<file path="config.mk">
export PLATFORM = sky130hd
export DESIGN_NAME = ex_issue
export DESIGN_NICKNAME = d
export VERILOG_FILES = /design/src/rtl/ex_pkg.sv /design/src/rtl/ex_branch_cmp.sv /design/src/rtl/ex_issue.sv
export SDC_FILE = /design/constraint.sdc
export NUM_CORES = 1
export LEC_CHECK = 0
export CAP_MARGIN = 20
export CORE_AREA = 4 4 236 238
export CTS_CLUSTER_DIAMETER = 60
export DETAILED_ROUTE_END_ITERATION = 8
export DIE_AREA = 0 0 240 242
export GPL_ROUTABILITY_DRIVEN = 0
export PLACE_DENSITY = 0.71
export REMOVE_ABC_BUFFERS = 1
export SKIP_LAST_GASP = 1
export SYNTH_ARGS = -nofsm -noshare
export SYNTH_HDL_FRONTEND = slang
export SYNTH_SLANG_ARGS = --single-unit
export TNS_END_PERCENT = 10
</file>
<file path="constraint.sdc">
create_clock -name clk -period 3.15 [get_ports clk]
set_input_delay 0.4725 -clock clk [delete_from_list [all_inputs] [get_ports clk]]
set_output_delay 0.4725 -clock clk [all_outputs]
set_load 0.02 [all_outputs]
</file>
<file path="src/rtl/ex_pkg.sv">
// ex_pkg: shared types and constants for the execute-issue stage.
//   op_e      - decoded op class presented on in_op
//   state_e   - issue FSM states (also exported on the debug state port)
//   ALU_*     - function codes driven onto alu_f
//   F3_*      - RV64I funct3 values for integer ops and branches
package ex_pkg;

    typedef enum logic [2:0] {
        OP_ALU    = 3'd0,
        OP_IMM    = 3'd1,
        OP_LUI    = 3'd2,
        OP_AUIPC  = 3'd3,
        OP_BRANCH = 3'd4,
        OP_JAL    = 3'd5,
        OP_JALR   = 3'd6
    } op_e;

    typedef enum logic [1:0] {
        S_IDLE  = 2'd0,
        S_PASS1 = 2'd1,
        S_PASS2 = 2'd2,
        S_DONE  = 2'd3
    } state_e;

    // ALU function codes. ALU_SRA_NEG computes ~((~a) >> sh), which equals an
    // arithmetic right shift whenever a is negative.
    localparam logic [6:0] ALU_AND     = 7'h00;
    localparam logic [6:0] ALU_OR      = 7'h02;
    localparam logic [6:0] ALU_XOR     = 7'h04;
    localparam logic [6:0] ALU_ADD     = 7'h06;
    localparam logic [6:0] ALU_SUB     = 7'h26;
    localparam logic [6:0] ALU_SLL     = 7'h14;
    localparam logic [6:0] ALU_SRL     = 7'h16;
    localparam logic [6:0] ALU_SRA_NEG = 7'h57;

    // Integer op funct3
    localparam logic [2:0] F3_ADD  = 3'b000;
    localparam logic [2:0] F3_SLL  = 3'b001;
    localparam logic [2:0] F3_SLT  = 3'b010;
    localparam logic [2:0] F3_SLTU = 3'b011;
    localparam logic [2:0] F3_XOR  = 3'b100;
    localparam logic [2:0] F3_SR   = 3'b101;
    localparam logic [2:0] F3_OR   = 3'b110;
    localparam logic [2:0] F3_AND  = 3'b111;

    // Branch funct3
    localparam logic [2:0] F3_BEQ  = 3'b000;
    localparam logic [2:0] F3_BNE  = 3'b001;
    localparam logic [2:0] F3_BLT  = 3'b100;
    localparam logic [2:0] F3_BGE  = 3'b101;
    localparam logic [2:0] F3_BLTU = 3'b110;
    localparam logic [2:0] F3_BGEU = 3'b111;

endpackage

</file>
<file path="src/rtl/ex_branch_cmp.sv">
// ex_branch_cmp: signed/unsigned compare and branch condition select.
// The compare is derived from a subtraction a - b already done in the ALU:
//   a_msb_i, b_msb_i - sign bits of the two operands
//   diff_msb_i       - sign bit of a - b (wrapped)
//   zero_i           - a - b == 0
//   funct3_i         - branch funct3 selecting the condition
//   lt_o / ltu_o     - signed / unsigned a < b
//   taken_o          - branch condition for funct3_i (0 for non-branch codes)
module ex_branch_cmp
    import ex_pkg::*;
(
    input  logic       a_msb_i,
    input  logic       b_msb_i,
    input  logic       diff_msb_i,
    input  logic       zero_i,
    input  logic [2:0] funct3_i,
    output logic       lt_o,
    output logic       ltu_o,
    output logic       taken_o
);

    logic eq;
    logic sign_differs;

    // When the operand signs differ the subtraction may overflow, so the
    // answer comes straight from the operand sign bits instead of the diff.
    assign eq           = zero_i;
    assign sign_differs = a_msb_i ^ b_msb_i;
    assign lt_o         = sign_differs ? a_msb_i : diff_msb_i;
    assign ltu_o        = sign_differs ? b_msb_i : diff_msb_i;

    always_comb begin
        taken_o = 1'b0;
        case (funct3_i)
            F3_BEQ:  taken_o = eq;
            F3_BNE:  taken_o = ~eq;
            F3_BLT:  taken_o = lt_o;
            F3_BGE:  taken_o = ~lt_o;
            F3_BLTU: taken_o = ltu_o;
            F3_BGEU: taken_o = ~ltu_o;
            default: taken_o = 1'b0;
        endcase
    end

endmodule

</file>
<file path="src/rtl/ex_issue.sv">
// ex_issue: RV64I execute-issue stage wrapped around an external 64-bit ALU.
//   clk, reset_n          - clock, synchronous active-low reset
//   flush                 - drop the in-flight op, return to IDLE
//   in_*                  - decoded op input handshake and operands
//   alu_a/alu_b/alu_f     - ALU operands and function (combinational, registered sources)
//   alu_y/alu_zero        - ALU result, consumed at the end of each pass
//   out_*                 - writeback handshake: result, rd, write enable
//   redirect_valid/_pc    - taken branch or jump target
//   dbg_state_o           - current FSM state (state_e encoding)
//
// Handshakes: a transfer happens on a rising edge where valid and ready are
// both high. Once raised, out_valid and all out_*/redirect_* values stay
// stable until that transfer (or a flush/reset). in_ready never depends on
// in_valid; out_valid never depends on out_ready.
module ex_issue
    import ex_pkg::*;
#(
    parameter int XLEN = 64,
    parameter int RD_W = 5
) (
    input  logic            clk,
    input  logic            reset_n,
    input  logic            flush,
    input  logic            in_valid,
    output logic            in_ready,
    input  logic [2:0]      in_op,
    input  logic [2:0]      in_funct3,
    input  logic            in_funct7b5,
    input  logic [XLEN-1:0] in_rs1,
    input  logic [XLEN-1:0] in_rs2,
    input  logic [XLEN-1:0] in_imm,
    input  logic [XLEN-1:0] in_pc,
    input  logic [RD_W-1:0] in_rd,
    output logic [XLEN-1:0] alu_a,
    output logic [XLEN-1:0] alu_b,
    output logic [6:0]      alu_f,
    input  logic [XLEN-1:0] alu_y,
    input  logic            alu_zero,
    output logic            out_valid,
    input  logic            out_ready,
    output logic [XLEN-1:0] out_result,
    output logic [RD_W-1:0] out_rd,
    output logic            out_wen,
    output logic            redirect_valid,
    output logic [XLEN-1:0] redirect_pc,
    output logic [1:0]      dbg_state_o
);

    state_e          state_q, state_d;

    // Latched op
    op_e             op_q;
    logic [2:0]      funct3_q;
    logic            f7b5_q;
    logic [XLEN-1:0] rs1_q, rs2_q, imm_q, pc_q;
    logic [RD_W-1:0] rd_q;

    // Results presented in DONE
    logic [XLEN-1:0] result_q, result_d;
    logic            wen_q, wen_d;
    logic            redir_q, redir_d;
    logic [XLEN-1:0] rpc_q, rpc_d;

    // First-pass ALU drive
    logic [XLEN-1:0] b_raw;
    logic [XLEN-1:0] shamt;
    logic [XLEN-1:0] p1_a, p1_b;
    logic [6:0]      p1_f;

    logic            accept;
    logic            lt, ltu, taken;
    logic [XLEN-1:0] pc_plus4;

    assign accept      = in_valid & in_ready;
    assign pc_plus4    = pc_q + XLEN'(4);
    assign dbg_state_o = state_q;

    // ---------------------------------------------------------------
    // First-pass operand/function decode
    // ---------------------------------------------------------------
    assign b_raw = (op_q == OP_ALU) ? rs2_q : imm_q;
    // The ALU shifts by the full b value, so only the 6-bit shamt is passed.
    assign shamt = {{(XLEN-6){1'b0}}, b_raw[5:0]};

    always_comb begin
        p1_a = rs1_q;
        p1_b = b_raw;
        p1_f = ALU_ADD;
        case (op_q)
            OP_ALU, OP_IMM: begin
                case (funct3_q)
                    F3_ADD:  p1_f = (op_q == OP_ALU && f7b5_q) ? ALU_SUB : ALU_ADD;
                    F3_SLL: begin
                        p1_f = ALU_SLL;
                        p1_b = shamt;
                    end
                    // SLT/SLTU subtract and fix up the sign afterwards
                    F3_SLT, F3_SLTU: p1_f = ALU_SUB;
                    F3_XOR:  p1_f = ALU_XOR;
                    F3_SR: begin
                        p1_b = shamt;
                        // A logical shift already is the arithmetic shift of a
                        // non-negative value, so SRA only needs its own code when
                        // the sign bit is set.
                        if (f7b5_q && rs1_q[XLEN-1]) p1_f = ALU_SRA_NEG;
                        else                         p1_f = ALU_SRL;
                    end
                    F3_OR:   p1_f = ALU_OR;
                    default: p1_f = ALU_AND;
                endcase
            end
            OP_LUI:    p1_a = '0;
            OP_AUIPC:  p1_a = pc_q;
            OP_BRANCH: begin
                p1_b = rs2_q;
                p1_f = ALU_SUB;
            end
            OP_JAL:    p1_a = pc_q;
            default:   ; // JALR: rs1 + imm
        endcase
    end

    ex_branch_cmp u_branch_cmp (
        .a_msb_i    (p1_a[XLEN-1]),
        .b_msb_i    (p1_b[XLEN-1]),
        .diff_msb_i (alu_y[XLEN-1]),
        .zero_i     (alu_zero),
        .funct3_i   (funct3_q),
        .lt_o       (lt),
        .ltu_o      (ltu),
        .taken_o    (taken)
    );

    // ---------------------------------------------------------------
    // FSM: state register
    // ---------------------------------------------------------------
    always_ff @(posedge clk) begin
        if (!reset_n) state_q <= S_IDLE;
        else          state_q <= state_d;
    end

    // ---------------------------------------------------------------
    // FSM: next state
    // ---------------------------------------------------------------
    always_comb begin
        state_d = state_q;
        if (flush) begin
            state_d = S_IDLE;
        end else begin
            case (state_q)
                S_IDLE:  if (accept) state_d = S_PASS1;
                S_PASS1: state_d = (op_q == OP_BRANCH && taken) ? S_PASS2 : S_DONE;
                S_PASS2: state_d = S_DONE;
                S_DONE:  if (out_ready) state_d = accept ? S_PASS1 : S_IDLE;
                default: state_d = S_IDLE;
            endcase
        end
    end

    // ---------------------------------------------------------------
    // FSM: outputs
    // ---------------------------------------------------------------
    always_comb begin
        in_ready  = 1'b0;
        out_valid = 1'b0;
        alu_a     = '0;
        alu_b     = '0;
        alu_f     = ALU_AND;
        case (state_q)
            S_IDLE:  in_ready = ~flush;
            S_PASS1: begin
                alu_a = p1_a;
                alu_b = p1_b;
                alu_f = p1_f;
            end
            S_PASS2: begin
                alu_a = pc_q;
                alu_b = imm_q;
                alu_f = ALU_ADD;
            end
            S_DONE: begin
                out_valid = 1'b1;
                // Accepting while the result leaves keeps back-to-back ops bubble-free
                in_ready  = out_ready & ~flush;
            end
            default: ;
        endcase
    end

    // ---------------------------------------------------------------
    // Result fix-up at the end of PASS1
    // ---------------------------------------------------------------
    always_comb begin
        result_d = alu_y;
        wen_d    = (rd_q != '0);
        redir_d  = 1'b0;
        rpc_d    = '0;
        case (op_q)
            OP_ALU, OP_IMM: begin
                if (funct3_q == F3_SLT)       result_d = {{(XLEN-1){1'b0}}, lt};
                else if (funct3_q == F3_SLTU) result_d = {{(XLEN-1){1'b0}}, ltu};
            end
            OP_BRANCH: begin
                // Taken branches get their redirect in PASS2
                result_d = '0;
                wen_d    = 1'b0;
            end
            OP_JAL: begin
                result_d = pc_plus4;
                redir_d  = 1'b1;
                rpc_d    = alu_y;
            end
            OP_JALR: begin
                result_d = pc_plus4;
                redir_d  = 1'b1;
                rpc_d    = {alu_y[XLEN-1:1], 1'b0};
            end
            default: ;
        endcase
    end

    // ---------------------------------------------------------------
    // Datapath registers
    // ---------------------------------------------------------------
    always_ff @(posedge clk) begin
        if (!reset_n) begin
            op_q     <= OP_ALU;
            funct3_q <= '0;
            f7b5_q   <= 1'b0;
            rs1_q    <= '0;
            rs2_q    <= '0;
            imm_q    <= '0;
            pc_q     <= '0;
            rd_q     <= '0;
            result_q <= '0;
            wen_q    <= 1'b0;
            redir_q  <= 1'b0;
            rpc_q    <= '0;
        end else begin
            if (accept) begin
                op_q     <= op_e'(in_op);
                funct3_q <= in_funct3;
                f7b5_q   <= in_funct7b5;
                rs1_q    <= in_rs1;
                rs2_q    <= in_rs2;
                imm_q    <= in_imm;
                pc_q     <= in_pc;
                rd_q     <= in_rd;
            end
            if (state_q == S_PASS1) begin
                result_q <= result_d;
                wen_q    <= wen_d;
                redir_q  <= redir_d;
                rpc_q    <= rpc_d;
            end
            if (state_q == S_PASS2) begin
                redir_q <= 1'b1;
                rpc_q   <= alu_y;
            end
        end
    end

    assign out_result     = result_q;
    assign out_rd         = rd_q;
    // Qualified so that stale register contents never show outside DONE
    assign out_wen        = out_valid & wen_q;
    assign redirect_valid = out_valid & redir_q;
    assign redirect_pc    = rpc_q;

endmodule

</file>
==> results.md <==
- Synth-to-layout area growth: 46.6%
- CP Capture Type: output port
- Initial Util: 33.9%
- Drt pass-1 iters: 5
- Die width: 240 um
- Clock buffer depth: 3
- Rows: 85
- Drt via density: 5.19
- Total clock sinks: 400
- Synth warn: 0
- Fin Hold WS: 342 ps
- Clk_skew: 19.1 ps
- Clock Pin Slew Worst Setup and Hold Paths: 60 ps
- Pwr Total: 12.4 mW
- Fmax: 0.306 GHz
- Syn Inst Count: 2216
- Post-Synthesis Cell Area: 18200 um2
- Leak: 9.97 nW
- Most common cell after layout, fill and taps aside: nand2_1
- Relative slew slack: 46.5%
- HPWL Detailed: 50900 um
- Fin. max-slew vios: 0
- Final Instance Area: 26600 um2
- Via count: 18100
- CTS tree: built
- Final Hold Fails: 0
- Yosys reg bits: 400
- Final instance count without filler cells: 3491
- Hold Path Class: in2reg
- Number of port buffers: 610
- WP data arrival: 2800 ps
- Final wirelength: 70700 um
- R2R setup slack: 550 ps
- Pre-CTS setup slack: 133 ps
- Layout cells sized above 1: 7.08%
- Setup Crit Path Kind: reg2out
- WP data required: 2680 ps
- RSZ-0062 raised after global routing: yes
- CORE AREA: 53600 um2
- Vias in the first global route: 17700
- Die area: 58100 um2
- Violated checks: negative setup slack
- Cts bufs inserted: 46
- Placed Area: 25100 um2
- Ys flop type: dfxtp_1
- # Max-Cap Violations: 0
- Synth cell types: 58
- Post-route clock period utilization: 104%
- Detailed Route Iter0 Violations: 1242
- Most frequent cells in the layout: 601 x nand2_1, 488 x clkdlybuf4s50_1, 398 x dfxtp_1
- Drc violations: 0
- Worst-skew pair later-pin latency: 560 ps
- I/O pin cnt: 612
- Clock root buffer master: clkbuf_16
- Post-route setup slack: -121 ps
- Avg Synthesized Cell Area: 8.20 um2
- Initial antenna violation count: 11
- Layout net count: 3093
- Remaining antenna violation count after routing: 0
- GRT overflow: 0
- Register area share after synthesis: 44.1%
- Synth async-reset ratio: 0%
- Largest net degree at the start of global routing: 149
- GRT Util Overall: 23.0%
- Chip height: 242 um
- Placed cells: 3387
- Crit path launch type: register
- Final Setup Violations: 18
- Final min period: 3270 ps
- Maximum vdd drop: 0.364 mV
- PD cells: 464 nW/um2
- H-tree depth: 2
- Wirelength per Cell: 20.3 um
- First-pass GRT wire length: 106000 um
- Crit path max fanout: 10
- Outcome: finished, violations left
- Worst Max-Slew Pin Slew: 802 ps
- Number of synthesized flops with an enable pin: 0
[sequential cells by signal, summed over array words and instances, names as in the netlist]
name         cells
imm_q           64
out_result      64
pc_q            64
redirect_pc     64
rs1_q           64
rs2_q           64
out_rd           5
funct3_q         3
op_q             3
dbg_state_o      2
f7b5_q           1
redir_q          1
wen_q            1
[synthesized netlist by cell type (3+ instances only)]
library cell	n	area share, %
nor2b_1	133	4.6
nand2_1	602	12
a22oi_1	25	1.0
and4_1	11	0.53
a221oi_1	4	0.19
nand4_1	23	0.79
xnor2_1	37	1.8
dfxtp_1	400	44
a31oi_1	15	0.52
buf_2	8	0.22
o21ai_0	63	1.7
inv_1	18	0.37
o211ai_1	14	0.58
nor3_2	5	0.28
a21boi_0	276	11
a21oi_1	94	2.6
o221ai_1	3	0.14
nor3_1	11	0.30
buf_4	4	0.17
and3_1	11	0.38
nand2b_1	5	0.17
xor2_1	23	1.1
a22o_1	126	6.1
nand3_1	35	0.96
nor2_1	28	0.58
and2_1	6	0.21
o211a_1	14	0.77
buf_1	7	0.14
clkbuf_1	167	3.4
o22ai_1	4	0.14
o21a_1	3	0.12
ha_1	6	0.41
[per-stage QoR]
stage          utilization (%)  TNS [ps]
3_5_place_dp              46.8         0
5_1_grt                   49.7     -7760
3_3_place_gp              46.8         0
4_1_cts                   49.7    -17240
2_1_floorplan                -  -2489460
6_report                  49.7      -339
[kinds of logic after synthesis]
| kind of cell | after synthesis | synth area share, % |
|---|---|---|
| AO/OA/AOI/OAI | 654 | 25.9 |
| XOR/XNOR | 60 | 2.89 |
| adder cells (fa/ha/maj) | 8 | 0.530 |
| flip-flops | 400 | 44.1 |
| AND/OR/NAND/NOR | 884 | 22.0 |
| other | 1 | 0.0206 |
| multiplexers | 2 | 0.110 |
| buffers and inverters | 207 | 4.47 |
[cell type report]
class / count / area, um2
antenna: 11 / 27.5
clock buffer: 68 / 1390
clock inverter: 15 / 128
fill: 5053 / 27000
inverter: 18 / 67.6
multi-input combinational: 1609 / 9440
sequential: 400 / 8010
tap: 696 / 871
timing repair buffer: 674 / 6710
[path summary, 6_finish.rpt]
path,end,depth (start not counted),startpoint
worst min register to register,rs2_q[50],2,rs2_q[50]
worst max register to register,out_result[57],8,pc_q[18]
worst max-delay path,alu_b[63],6,funct3_q[0]
worst min-delay path,rs2_q[7],2,reset_n
[critical path: stages, from the launching register on]
cell             delay (ps)
dfxtp_1                 560
or3b_4                  460
a21o_1                  200
a32o_1                  230
a22oi_1                 150
nor2b_1                  80
clkdlybuf4s50_1         570
[routing by layer]
metal / vias to the layer above / global-route usage, % / wire [um] / part of all wire (%)
met2: 803 / 37.7 / 33100 / 47
met5: - / 0 / 11 / 0.016
met1: 8521 / 28.5 / 28300 / 40
met3: 156 / 5.89 / 6080 / 8.6
li1: 8637 / - / - / -
met4: 2 / 9.93 / 3190 / 4.5
[power breakdown]
part	total, mW	leakage [nW]	switching (mW)	internal, mW
Combinational	1.54	5.97	0.748	0.788
Sequential	5.50	3.26	0.209	5.29
Clock	5.33	0.745	2.19	3.14
Total	12.4	9.97	3.15	9.22
[timing repair]
item | 4_1_cts | 5_1_grt
gates cloned | 2 | 0
hold buffers | 0 | 0
buffers inserted | 2 | 6
setup endpoints to repair | 130 | 132
gates resized for setup | 169 | 30
pin swaps | 0 | 1
Note: power is estimated with default switching activity, not from simulation.
